==> config.mk <==
export PLATFORM = sky130hd
export DESIGN_NAME = slow_tick_counter
export DESIGN_NICKNAME = d
export VERILOG_FILES = /design/src/rtl/slow_tick_pkg.sv /design/src/rtl/rise_detect.sv /design/src/rtl/slow_tick_counter.sv
export SDC_FILE = /design/constraint.sdc
export NUM_CORES = 1
export LEC_CHECK = 0
export ABC_AREA = 1
export BUFFER_PORTS_ARGS = -buffer_cell sky130_fd_sc_hd__buf_4
export CORE_MARGIN = 2
export CORE_UTILIZATION = 25
export DETAILED_ROUTE_END_ITERATION = 8
export PLACE_DENSITY = 0.42
export RECOVER_POWER = 50
export SETUP_SLACK_MARGIN = 0.2
export SLEW_MARGIN = 20
export SYNTH_ARGS = -nofsm -noshare
export SYNTH_HDL_FRONTEND = slang
export SYNTH_HIERARCHICAL = 1
export SYNTH_SLANG_ARGS = --single-unit
==> constraint.sdc <==
create_clock -name clk -period 1.4 [get_ports clk]
set_input_delay 0.07 -clock clk [delete_from_list [all_inputs] [get_ports clk]]
set_output_delay 0.07 -clock clk [all_outputs]
set_load 0.05 [all_outputs]
==> src/rtl/slow_tick_pkg.sv <==
// -----------------------------------------------------------------------------
// slow_tick_pkg
// Shared types and default sizing for the slow_tick_counter block.
//   state_e        : 2-bit FSM state encoding (IDLE, ARM, RUN, PAUSE)
//   DEFAULT_WIDTH  : default counter width in bits
//   DEFAULT_MAX    : default terminal count (range is 0..MAX)
// -----------------------------------------------------------------------------
package slow_tick_pkg;

    localparam int DEFAULT_WIDTH = 4;
    localparam int DEFAULT_MAX   = 9;

    typedef enum logic [1:0] {
        IDLE  = 2'b00,
        ARM   = 2'b01,
        RUN   = 2'b10,
        PAUSE = 2'b11
    } state_e;

endpackage : slow_tick_pkg

==> src/rtl/rise_detect.sv <==
// -----------------------------------------------------------------------------
// rise_detect
// Turns a level that is already synchronous to clk into a rising-edge strobe.
// Ports:
//   clk  : system clock
//   rst  : synchronous, active-high reset
//   d    : level input (registered upstream in the clk domain)
//   rise : combinational strobe, high when d is 1 and was 0 last cycle
// -----------------------------------------------------------------------------
module rise_detect (
    input  logic clk,
    input  logic rst,
    input  logic d,
    output logic rise
);

    logic r_div_q;

    // Reset to 1 so a level that is already high when reset releases is not
    // mistaken for a fresh rising edge.
    // NOTE: sequential state uses non-blocking assignments so every register
    // samples its pre-edge inputs regardless of block evaluation order.
    always_ff @(posedge clk) begin
        if (rst) begin
            r_div_q <= 1'b1;
        end else begin
            r_div_q <= d;
        end
    end

    assign rise = d & ~r_div_q;

endmodule : rise_detect

==> src/rtl/slow_tick_counter.sv <==
// -----------------------------------------------------------------------------
// slow_tick_counter
// Samples the divided clock level as data, turns each rising edge into a
// one-cycle tick and counts ticks in a modulo-(MAX+1) up/down counter.
// Ports:
//   clk      : system clock, all registers update on its rising edge
//   rst      : synchronous, active-high reset
//   div_in   : divided clock level (already in the clk domain)
//   en       : run enable
//   dir      : count direction, 1 = up, 0 = down (sampled on rise only)
//   clr      : synchronous clear of the count
//   load     : synchronous load of the count (clamped to MAX)
//   load_val : value used by load
//   tick     : registered one-cycle pulse per counted rise
//   count    : registered current count, always within 0..MAX
//   wrap     : registered one-cycle pulse on MAX->0 (up) or 0->MAX (down)
//   running  : high while the FSM is in RUN
// -----------------------------------------------------------------------------
module slow_tick_counter
    import slow_tick_pkg::*;
#(
    parameter int WIDTH = DEFAULT_WIDTH,
    parameter int MAX   = DEFAULT_MAX
) (
    input  logic             clk,
    input  logic             rst,
    input  logic             div_in,
    input  logic             en,
    input  logic             dir,
    input  logic             clr,
    input  logic             load,
    input  logic [WIDTH-1:0] load_val,
    output logic             tick,
    output logic [WIDTH-1:0] count,
    output logic             wrap,
    output logic             running
);

    localparam logic [WIDTH-1:0] MAX_V = WIDTH'(MAX);

    state_e           r_state;
    state_e           w_state_next;
    logic [WIDTH-1:0] r_count;
    logic [WIDTH-1:0] w_count_next;
    logic             r_tick;
    logic             w_tick_next;
    logic             r_wrap;
    logic             w_wrap_next;
    logic             w_rise;
    logic             w_count_rise;

    rise_detect u_rise_detect (
        .clk  (clk),
        .rst  (rst),
        .d    (div_in),
        .rise (w_rise)
    );

    // Only rises seen while in RUN move the count; a rise that coincides
    // with clr or load is dropped rather than deferred.
    assign w_count_rise = w_rise & (r_state == RUN) & ~clr & ~load;

    // NOTE: every signal written here gets a default first, so no path
    // through the block can leave it unassigned and infer a latch.
    always_comb begin
        w_state_next = r_state;
        unique case (r_state)
            IDLE:    if (en) w_state_next = ARM;
            // The first rise after arming only aligns phase and is not counted.
            ARM:     if (!en) w_state_next = IDLE;
                     else if (w_rise) w_state_next = RUN;
            RUN:     if (!en) w_state_next = PAUSE;
            PAUSE:   if (en) w_state_next = RUN;
            default: w_state_next = IDLE;
        endcase
    end

    always_comb begin
        w_count_next = r_count;
        w_tick_next  = 1'b0;
        w_wrap_next  = 1'b0;
        if (clr) begin
            w_count_next = '0;
        end else if (load) begin
            w_count_next = (load_val > MAX_V) ? MAX_V : load_val;
        end else if (w_count_rise) begin
            w_tick_next = 1'b1;
            if (dir) begin
                if (r_count == MAX_V) begin
                    w_count_next = '0;
                    w_wrap_next  = 1'b1;
                end else begin
                    w_count_next = r_count + 1'b1;
                end
            end else begin
                if (r_count == '0) begin
                    w_count_next = MAX_V;
                    w_wrap_next  = 1'b1;
                end else begin
                    w_count_next = r_count - 1'b1;
                end
            end
        end
    end

    always_ff @(posedge clk) begin
        if (rst) begin
            r_state <= IDLE;
            r_count <= '0;
            r_tick  <= 1'b0;
            r_wrap  <= 1'b0;
        end else begin
            r_state <= w_state_next;
            r_count <= w_count_next;
            r_tick  <= w_tick_next;
            r_wrap  <= w_wrap_next;
        end
    end

    assign tick    = r_tick;
    assign count   = r_count;
    assign wrap    = r_wrap;
    assign running = (r_state == RUN);

endmodule : slow_tick_counter
## Word level (Yosys, flattened, before mapping)

Cells that the tools add are included.

- Add/subtract/negate cells: 2
- Equal/unequal tests: 8
- Magnitude comparators: 1
- Reductions and logical operators: 7
- Bitwise operators: 8
- Mux-type cells: 16

Operators by type and width:

| operator | number |
|---|---|
| 2-to-1 mux 4 bit | 6 |
| 2-to-1 mux 2 bit | 5 |
| case mux 2 bit (4 select lines) | 1 |
| inequality test 2 bit, second input constant | 3 |
| adder 4 x 1 -> 4 bit, second input constant | 1 |
| AND 1 bit | 4 |
| == test 2 bit, second input constant | 2 |
| == test 4 bit, second input constant | 1 |
| greater-than comparator 4 bit, second input constant | 1 |
| zero test 4 bit | 1 |
| 2-to-1 mux 1 bit | 4 |
| NOT 1 bit | 4 |
| AND reduction 4 bit | 1 |
| OR reduction 4 bit | 1 |
| subtractor 4 x 1 -> 4 bit, second input constant | 1 |
| inequality test 3 bit, second input constant | 1 |
| OR reduction 3 bit | 1 |
| == test 2 x 1 -> 1 bit, second input constant | 1 |
| zero test 2 bit | 1 |
| nonzero test 2 bit | 1 |
| OR reduction 2 bit | 1 |

- Logic and storage cells: 47
- Register bits: 9
- Output and inout port bits: 7
- Bits of input ports: 11

## Depth between registers and ports, before layout

Gate-level depths: netlist of the first run.

- Word-level depth: 7
- Depth in mapped cells: 10
- Depth with buffers taken out: 10

## Cells and area by module

The synthesis of the first run kept the hierarchy.

By module, submodules not included:

| module | area an instance (um^2) | times used | cells each | seq. area each (um^2) |
|---|---|---|---|---|
| slow_tick_counter | 514.2 | 1 | 81 | 160.2 |
| rise_detect | 37.5 | 1 | 5 | 20.0 |

## Worst setup path after synthesis of the first run

Ideal clock, no wire load.

- Kind: register to register
- Start point: reg r_count[2] (netlist: count[2])
- End point: reg r_count[2] (netlist: count[2])
- Buffers on the path: 0
- Data required time: 1.330 ns
- Clock period less this slack: 1.352 ns
- Setup slack: 0.048 ns
- Stages on the path, launching flop included: 7
- Data arrival time: 1.281 ns
- Setup time: 0.070 ns
- Path through: dfxtp_1 -> nor2_1 -> a21oi_2 -> nand2_1 -> nand2_1 -> nand2_1 -> a21oi_1

- Longest elaborated chain between the ends: 5
- Elaborated cells on any way between the ends: 9
- Classes of those cells: add/sub (2); eq/ne (1); mux (5); reduce/logical (1)

Ends and longest elaborated chain:

| element | line | source |
|---|---|---|
| from (decl) | slow_tick_counter.sv:43 | `logic [WIDTH-1:0] r_count;` |
| from (signal assigned) | slow_tick_counter.sv:114 | `r_count <= w_count_next;` |
| subtractor 4 x 1 -> 4 bit (tied with other cells) | slow_tick_counter.sv:100 | `w_count_next = r_count - 1'b1;` |
| 2-to-1 mux 4 bit (on tied branches) | slow_tick_counter.sv:96, slow_tick_counter.sv:89 |  |
| 2-to-1 mux 4 bit (*) | slow_tick_counter.sv:88 | `if (dir) begin` |
| 2-to-1 mux 4 bit (*) | slow_tick_counter.sv:86 | `end else if (w_count_rise) begin` |
| 2-to-1 mux 4 bit (*) | slow_tick_counter.sv:84 | `end else if (load) begin` |

Mark *: on every way between the ends. The rest lies on a longest branch, timed or not. The select of a mux whose other input is x is not followed.
A chain may end at the register's enable or synchronous reset.

## Worst setup path after layout of the first run

- Start point: reg r_count[2] (netlist: count[2])
- End point: out count[2]

RTL lines:

| element | line | source |
|---|---|---|
| to (decl) | slow_tick_counter.sv:34 | `output logic [WIDTH-1:0] count,` |

No word-level cell between the ends.

==> flow_metrics.env, run 1 <==
export IMPL_p_comb_share_pct=20.9
export IMPL_setup_violations_final=0
export IMPL_critPathArrivalTime_ns=1.14
export IMPL_routabilityCongestion=0.724
export IMPL_ys_seq_area_share_pct=32.7
export IMPL_start_kind="flop"
export IMPL_final_setup_skew_ns=0.0122
export IMPL_grt_pass1_vias=532
export IMPL_layout_commonest_cell="nand2_1"
export IMPL_viasPerCell=4.48
export IMPL_pre_cts_slack_ns=0.290
export IMPL_first_pass_iters=4
export IMPL_postCtsSetupRepairBufs=0
export IMPL_finish_net_count=121
export IMPL_crit_slowest_cell="clkbuf_1"
export IMPL_ir_drop_v=0.000317
export IMPL_total_power_mw=0.606
export IMPL_critPathKind="reg -> out"
export IMPL_finalMaxSlewViolations=0
export IMPL_hold_path_class="in -> reg"
export IMPL_grt_max_degree=8
export IMPL_tns_ns=0
export IMPL_hold_path_depth=2
export IMPL_rr_startpoint="u_rise_detect/r_div_q"
export IMPL_fillers=256
export IMPL_min_period_ns=1.21
export IMPL_critPathMaxStageDelay_ns=0.48
export IMPL_ys_types=18
export IMPL_ys_ff_latch=9
export IMPL_syn_to_final_growth_pct=38.8
export IMPL_htree_levels=1
export IMPL_rsz0062_at_grt="true"
export IMPL_final_hold_viol_count=0
export IMPL_critPathRequiredTime_ns=1.33
export IMPL_antenna_cells=0
export IMPL_numPortBuffers=17
export IMPL_cts_sink_count=9
export IMPL_maxSlewHeadroom_pct=60.9
export IMPL_hold_end="r_state[0]"
export IMPL_r2r_end="count[2]"
export IMPL_dp_cells=131
export IMPL_status="finished, final reports clean"
export IMPL_grt_usage_pct=12.0
export IMPL_initial_utilization_pct=25.7
export IMPL_std_cell_rows=17
export IMPL_cpLargestDelayFamily="buffers and inverters"
export IMPL_setup_ws_ns=0.192
export IMPL_cts_tree="yes"
export IMPL_drive_above_1_share_pct=35.8
export IMPL_drt_iter0_drc=8
export IMPL_swShare_pct=30.8
export IMPL_die_x_um=51.0
export IMPL_p_seq_share_pct=45.5
export IMPL_pwr_share_clk_pct=33.5
export IMPL_power_density_nw_per_um2=791
export IMPL_clkLatencyLatePin_ns=0.27
export IMPL_finalCritPeriodShare_pct=86.3
export IMPL_syn_nets=97
export IMPL_hold_start="en"
export IMPL_yosysWarnings=6
export IMPL_internal_power_mw=0.419
export IMPL_clk_pin_slew_ns=0.07
export IMPL_synth_area_per_cell_sq_um=6.42
export IMPL_cts_root_buf="clkbuf_4"
export IMPL_fmax_mhz=828
export IMPL_clk_path_buf_depth=2
export IMPL_maxCapViolations=0
export IMPL_antenna_left=0
export IMPL_reg2reg_depth=8
export IMPL_worst_setup_path_end_kind="output port"
export IMPL_finalWirelength_um=1440
export IMPL_r2r_setup_slack_ns=0.29
export IMPL_core_area_sq_um=2150
export IMPL_dieArea_sq_um=2600
export IMPL_cts_buffers=3
export IMPL_crit_chain="clkbuf_1"
export IMPL_netlist_area_sq_um=552
export IMPL_most_common_layout_cells="26 x nand2_1, 11 x buf_4, 8 x inv_1"
export IMPL_critPathMaxFanout=7
export IMPL_switchingPower_mw=0.187
export IMPL_whs_ns=0.0562
export IMPL_cp_num_buf_inv=1
export IMPL_grt_pass1_wl_um=2300
export IMPL_p_leak_nw=0.344
export IMPL_via_count=614
export IMPL_dp_hpwl_um=1120
export IMPL_worstMarginPinSlew_ns=0.588
export IMPL_avgRoutedWirePerCell_um=10.5
export IMPL_ios=18
export IMPL_drc=0
export IMPL_antenna_found_initial=0
export IMPL_final_cells=137
export IMPL_grt_ovfl_total=0
export IMPL_netlist_instances=86
export IMPL_fp_dieH_um=51.0
timing repair:
| action | CTS | global route |
|---|---|---|
| hold buffers | 2 | 0 |
| endpoints found under the hold margin | 3 | 0 |
| gates resized for setup | 0 | 4 |
| setup endpoints to repair | 0 | 4 |
power by group through the flow:
stage                     registers, mW  clock network, mW  logic (mW)
after floorplan                   0.296                  0      0.0608
after global placement            0.283                  0       0.126
after detailed placement          0.283                  0       0.126
after CTS                         0.277              0.214       0.130
after global routing              0.277              0.235       0.142
final                             0.276              0.203       0.127
synthesized netlist by cell type:
cell | count | share of area (%)
dfxtp_1 | 9 | 33
nor2_1 | 6 | 4.1
o21a_1 | 2 | 2.7
a21oi_2 | 2 | 3.2
inv_2 | 5 | 3.4
nand2_1 | 26 | 18
o21ai_0 | 3 | 2.7
o21ai_1 | 1 | 0.91
o211ai_1 | 1 | 1.4
inv_1 | 9 | 6.1
nor2_4 | 2 | 4.1
nor2_2 | 3 | 3.4
nand2_2 | 3 | 3.4
a21oi_1 | 6 | 5.4
nor4_1 | 1 | 1.1
nand3_1 | 4 | 3.6
o211a_1 | 1 | 1.8
nand4_1 | 2 | 2.3
per-layer routing:
metal	GRT usage (%)	part of all wire (%)	wire, um	up-vias
met5	0	0	0	-
met4	6.76	0.83	12	0
met3	1.75	4.0	57	2
met2	17.5	45	645	12
met1	16.8	50	725	279
li1	-	-	-	321
worst max path at each step:
stage / start / end / slack (ns) / cells after the start
2_1_floorplan: r_state[1] / count[1] / 0.18 / 7
3_3_place_gp: u_rise_detect/r_div_q / count[2] / 0.31 / 8
3_5_place_dp: u_rise_detect/r_div_q / count[2] / 0.29 / 8
4_1_cts: u_rise_detect/r_div_q / count[2] / 0.26 / 8
5_1_grt: count[2] / count[2] / 0.13 / 1
6_report: count[2] / count[2] / 0.19 / 1
flip-flops by register name, summed over array words and instances (netlist names):
name / flops
count: 4
tick: 1
wrap: 1
u_rise_detect/r_div_q: 1
r_state: 2
logic make-up (layout without fill, tap and decap cells):
logic type / after synthesis / count (layout) / share of synthesized area, %
AO/OA/AOI/OAI: 16 / 16 / 18.1
buffers and inverters: 14 / 37 / 9.52
AND/OR/NAND/NOR: 47 / 47 / 39.7
flip-flops: 9 / 9 / 32.7
per-stage QoR:
step	utilization, %	cell area, sq um
finish	35.6	766
global route	35.6	766
CTS	36.1	776
detailed placement	33.9	728
global placement	33.9	728
floorplan	-	566
area by class of cell:
type | instances | area, sq um | share of cell area, %
clock inverters | 1 | 5.00 | 0.654
flip-flops and latches | 9 | 191 | 25.0
multi-input cells | 63 | 334 | 43.6
repair buffers | 19 | 125 | 16.3
inverters | 14 | 52.6 | 6.86
well taps | 28 | 35.0 | 4.58
clock buffers | 3 | 22.5 | 2.94
Power figures use the tool's default switching activity.
==> run 2: changes to the inputs <==
==> constraint.sdc (replaced) <==
create_clock -name clk -period 1.4 [get_ports clk]
set_input_delay 0.28 -clock clk [delete_from_list [all_inputs] [get_ports clk]]
set_output_delay 0.28 -clock clk [all_outputs]
set_load 0.05 [all_outputs]
==> flow_metrics.env, run 2 (synthesized netlist as in run 1, its figures left out) <==
export IMPL_routabilityCongestion=0.714
export IMPL_grt_use_met3_pct=1.75
export IMPL_finish_net_count=121
export IMPL_finalMaxSlewViolations=0
export IMPL_critPathMaxStageDelay_ns=0.47
export IMPL_status="finished, final reports clean"
export IMPL_critPathRequiredTime_ns=1.12
export IMPL_fp_dieH_um=51.0
export IMPL_critPathKind="reg -> out"
export IMPL_grt_busiest_layer="met2"
export IMPL_grt_ovfl_total=0
export IMPL_first_pass_iters=4
export IMPL_crit_path_end="count[2]"
export IMPL_grtUsageMet1_pct=14.8
export IMPL_cts_tree="yes"
export IMPL_drc=0
export IMPL_numPortBuffers=17
export IMPL_rsz0062_at_grt="true"
export IMPL_layout_commonest_cell="nand2_1"
export IMPL_start_kind="flop"
export IMPL_hold_path_class="in -> reg"
export IMPL_worstMarginPinSlew_ns=0.268
export IMPL_dieArea_sq_um=2600
export IMPL_r2r_end="count[2]"
export IMPL_core_area_sq_um=2150
export IMPL_whs_ns=0.212
export IMPL_dp_hpwl_um=1070
export IMPL_tns_ns=0
export IMPL_std_cell_rows=17
export IMPL_critPathArrivalTime_ns=0.94
export IMPL_cts_buffers=3
export IMPL_rr_startpoint="count[2]"
export IMPL_total_power_mw=0.610
export IMPL_p_leak_nw=0.371
export IMPL_setup_violations_final=0
export IMPL_most_common_layout_cells="26 x nand2_1, 12 x buf_4, 9 x inv_1"
export IMPL_antenna_left=0
export IMPL_avgRoutedWirePerCell_um=9.64
export IMPL_worst_setup_path_end_kind="output port"
export IMPL_cts_root_buf="clkbuf_4"
export IMPL_final_setup_skew_ns=0.00425
export IMPL_ios=18
export IMPL_final_cells=137
export IMPL_path_depth=1
export IMPL_dp_cells=131
export IMPL_maxCapViolations=0
export IMPL_cts_sink_count=9
export IMPL_min_period_ns=1.22
export IMPL_cpLargestDelayFamily="flip-flops"
export IMPL_power_density_nw_per_um2=779
export IMPL_crit_slowest_cell="dfxtp_1"
export IMPL_grt_pass1_wl_um=2160
export IMPL_maxSlewHeadroom_pct=82.1
export IMPL_hold_path_depth=2
export IMPL_via_count=607
export IMPL_setup_ws_ns=0.182
export IMPL_clkLatencyLatePin_ns=0.26
export IMPL_grt_use_met2_pct=16.2
export IMPL_crit_chain="buf_6"
export IMPL_syn_to_final_growth_pct=42.0
export IMPL_htree_levels=1
export IMPL_initial_utilization_pct=25.7
export IMPL_grt_usage_pct=11.2
export IMPL_cp_startpoint="count[2]"
export IMPL_viasPerCell=4.43
export IMPL_drive_above_1_share_pct=39.4
export IMPL_clk_pin_slew_ns=0.07
export IMPL_grt_max_degree=8
export IMPL_pre_cts_slack_ns=0.189
export IMPL_reg2reg_depth=6
export IMPL_largest_reg_flops=4
export IMPL_drt_iter0_drc=12
export IMPL_die_x_um=51.0
export IMPL_finalWirelength_um=1320
export IMPL_clk_path_buf_depth=2
export IMPL_finalCritPeriodShare_pct=87.0
export IMPL_antenna_found_initial=0
export IMPL_antenna_cells=0
export IMPL_cp_num_buf_inv=1
export IMPL_final_hold_viol_count=0
export IMPL_grt_pass1_vias=541
export IMPL_critPathMaxFanout=7
export IMPL_fmax_mhz=821
export IMPL_ir_drop_v=0.000380
export IMPL_r2r_setup_slack_ns=0.24
run 2: cell types whose count changed in the layout (fill, tap and decap cells not counted), sizes merged:
cell / change
dlygate4sd3: -2
buf: +5
clkbuf: -3
run 2: worst register-to-register path, cell delays in order, from the launching register on:
cell and delay, ns:
dfxtp_1 0.47, nor2_1 0.14, a21oi_2 0.17, nand2_1 0.08
nand2_1 0.06, nand2_1 0.05, a21oi_1 0.13
run 2: worst min path at each step:
stage | startpoint | to
finish | rst | tick
global route | rst | r_state[1]
CTS | rst | r_state[1]
detailed placement | div_in | u_rise_detect/r_div_q
global placement | div_in | u_rise_detect/r_div_q
floorplan | rst | r_state[1]
run 2: metal layers:
layer	vias to the layer above	wire (um)
li1	325	-
met3	4	42
met2	16	591
met1	262	656
met5	-	0
met4	0	30
run 2: layout make-up:
cell class,count,area (sq um)
repair buffers,19,153
fillers,235,1370
well taps,28,35.0
clock inverters,1,5.00
clock buffers,3,22.5
multi-input cells,63,332
inverters,14,52.6
flip-flops and latches,9,184
run 2: through the flow:
stage | instance area (sq um) | utilization [%]
floorplan | 566 | -
global placement | 728 | 33.9
detailed placement | 728 | 33.9
CTS | 774 | 36.1
global route | 783 | 36.5
finish | 783 | 36.5
run 2: power breakdown:
| group | switching [mW] | internal [mW] | total, mW |
|---|---|---|---|
| clock | 0.100 | 0.106 | 0.206 |
| sequential | 0.0118 | 0.265 | 0.277 |
| combinational | 0.0738 | 0.0540 | 0.128 |
run 2: what timing repair did:
action                                  4_1_cts  5_1_grt
gates resized for setup                       1        5
pin swaps                                     1        1
setup buffers                                 2        0
gates cloned                                  0        0
hold buffers                                  0        0
endpoints found under the setup margin        1        7
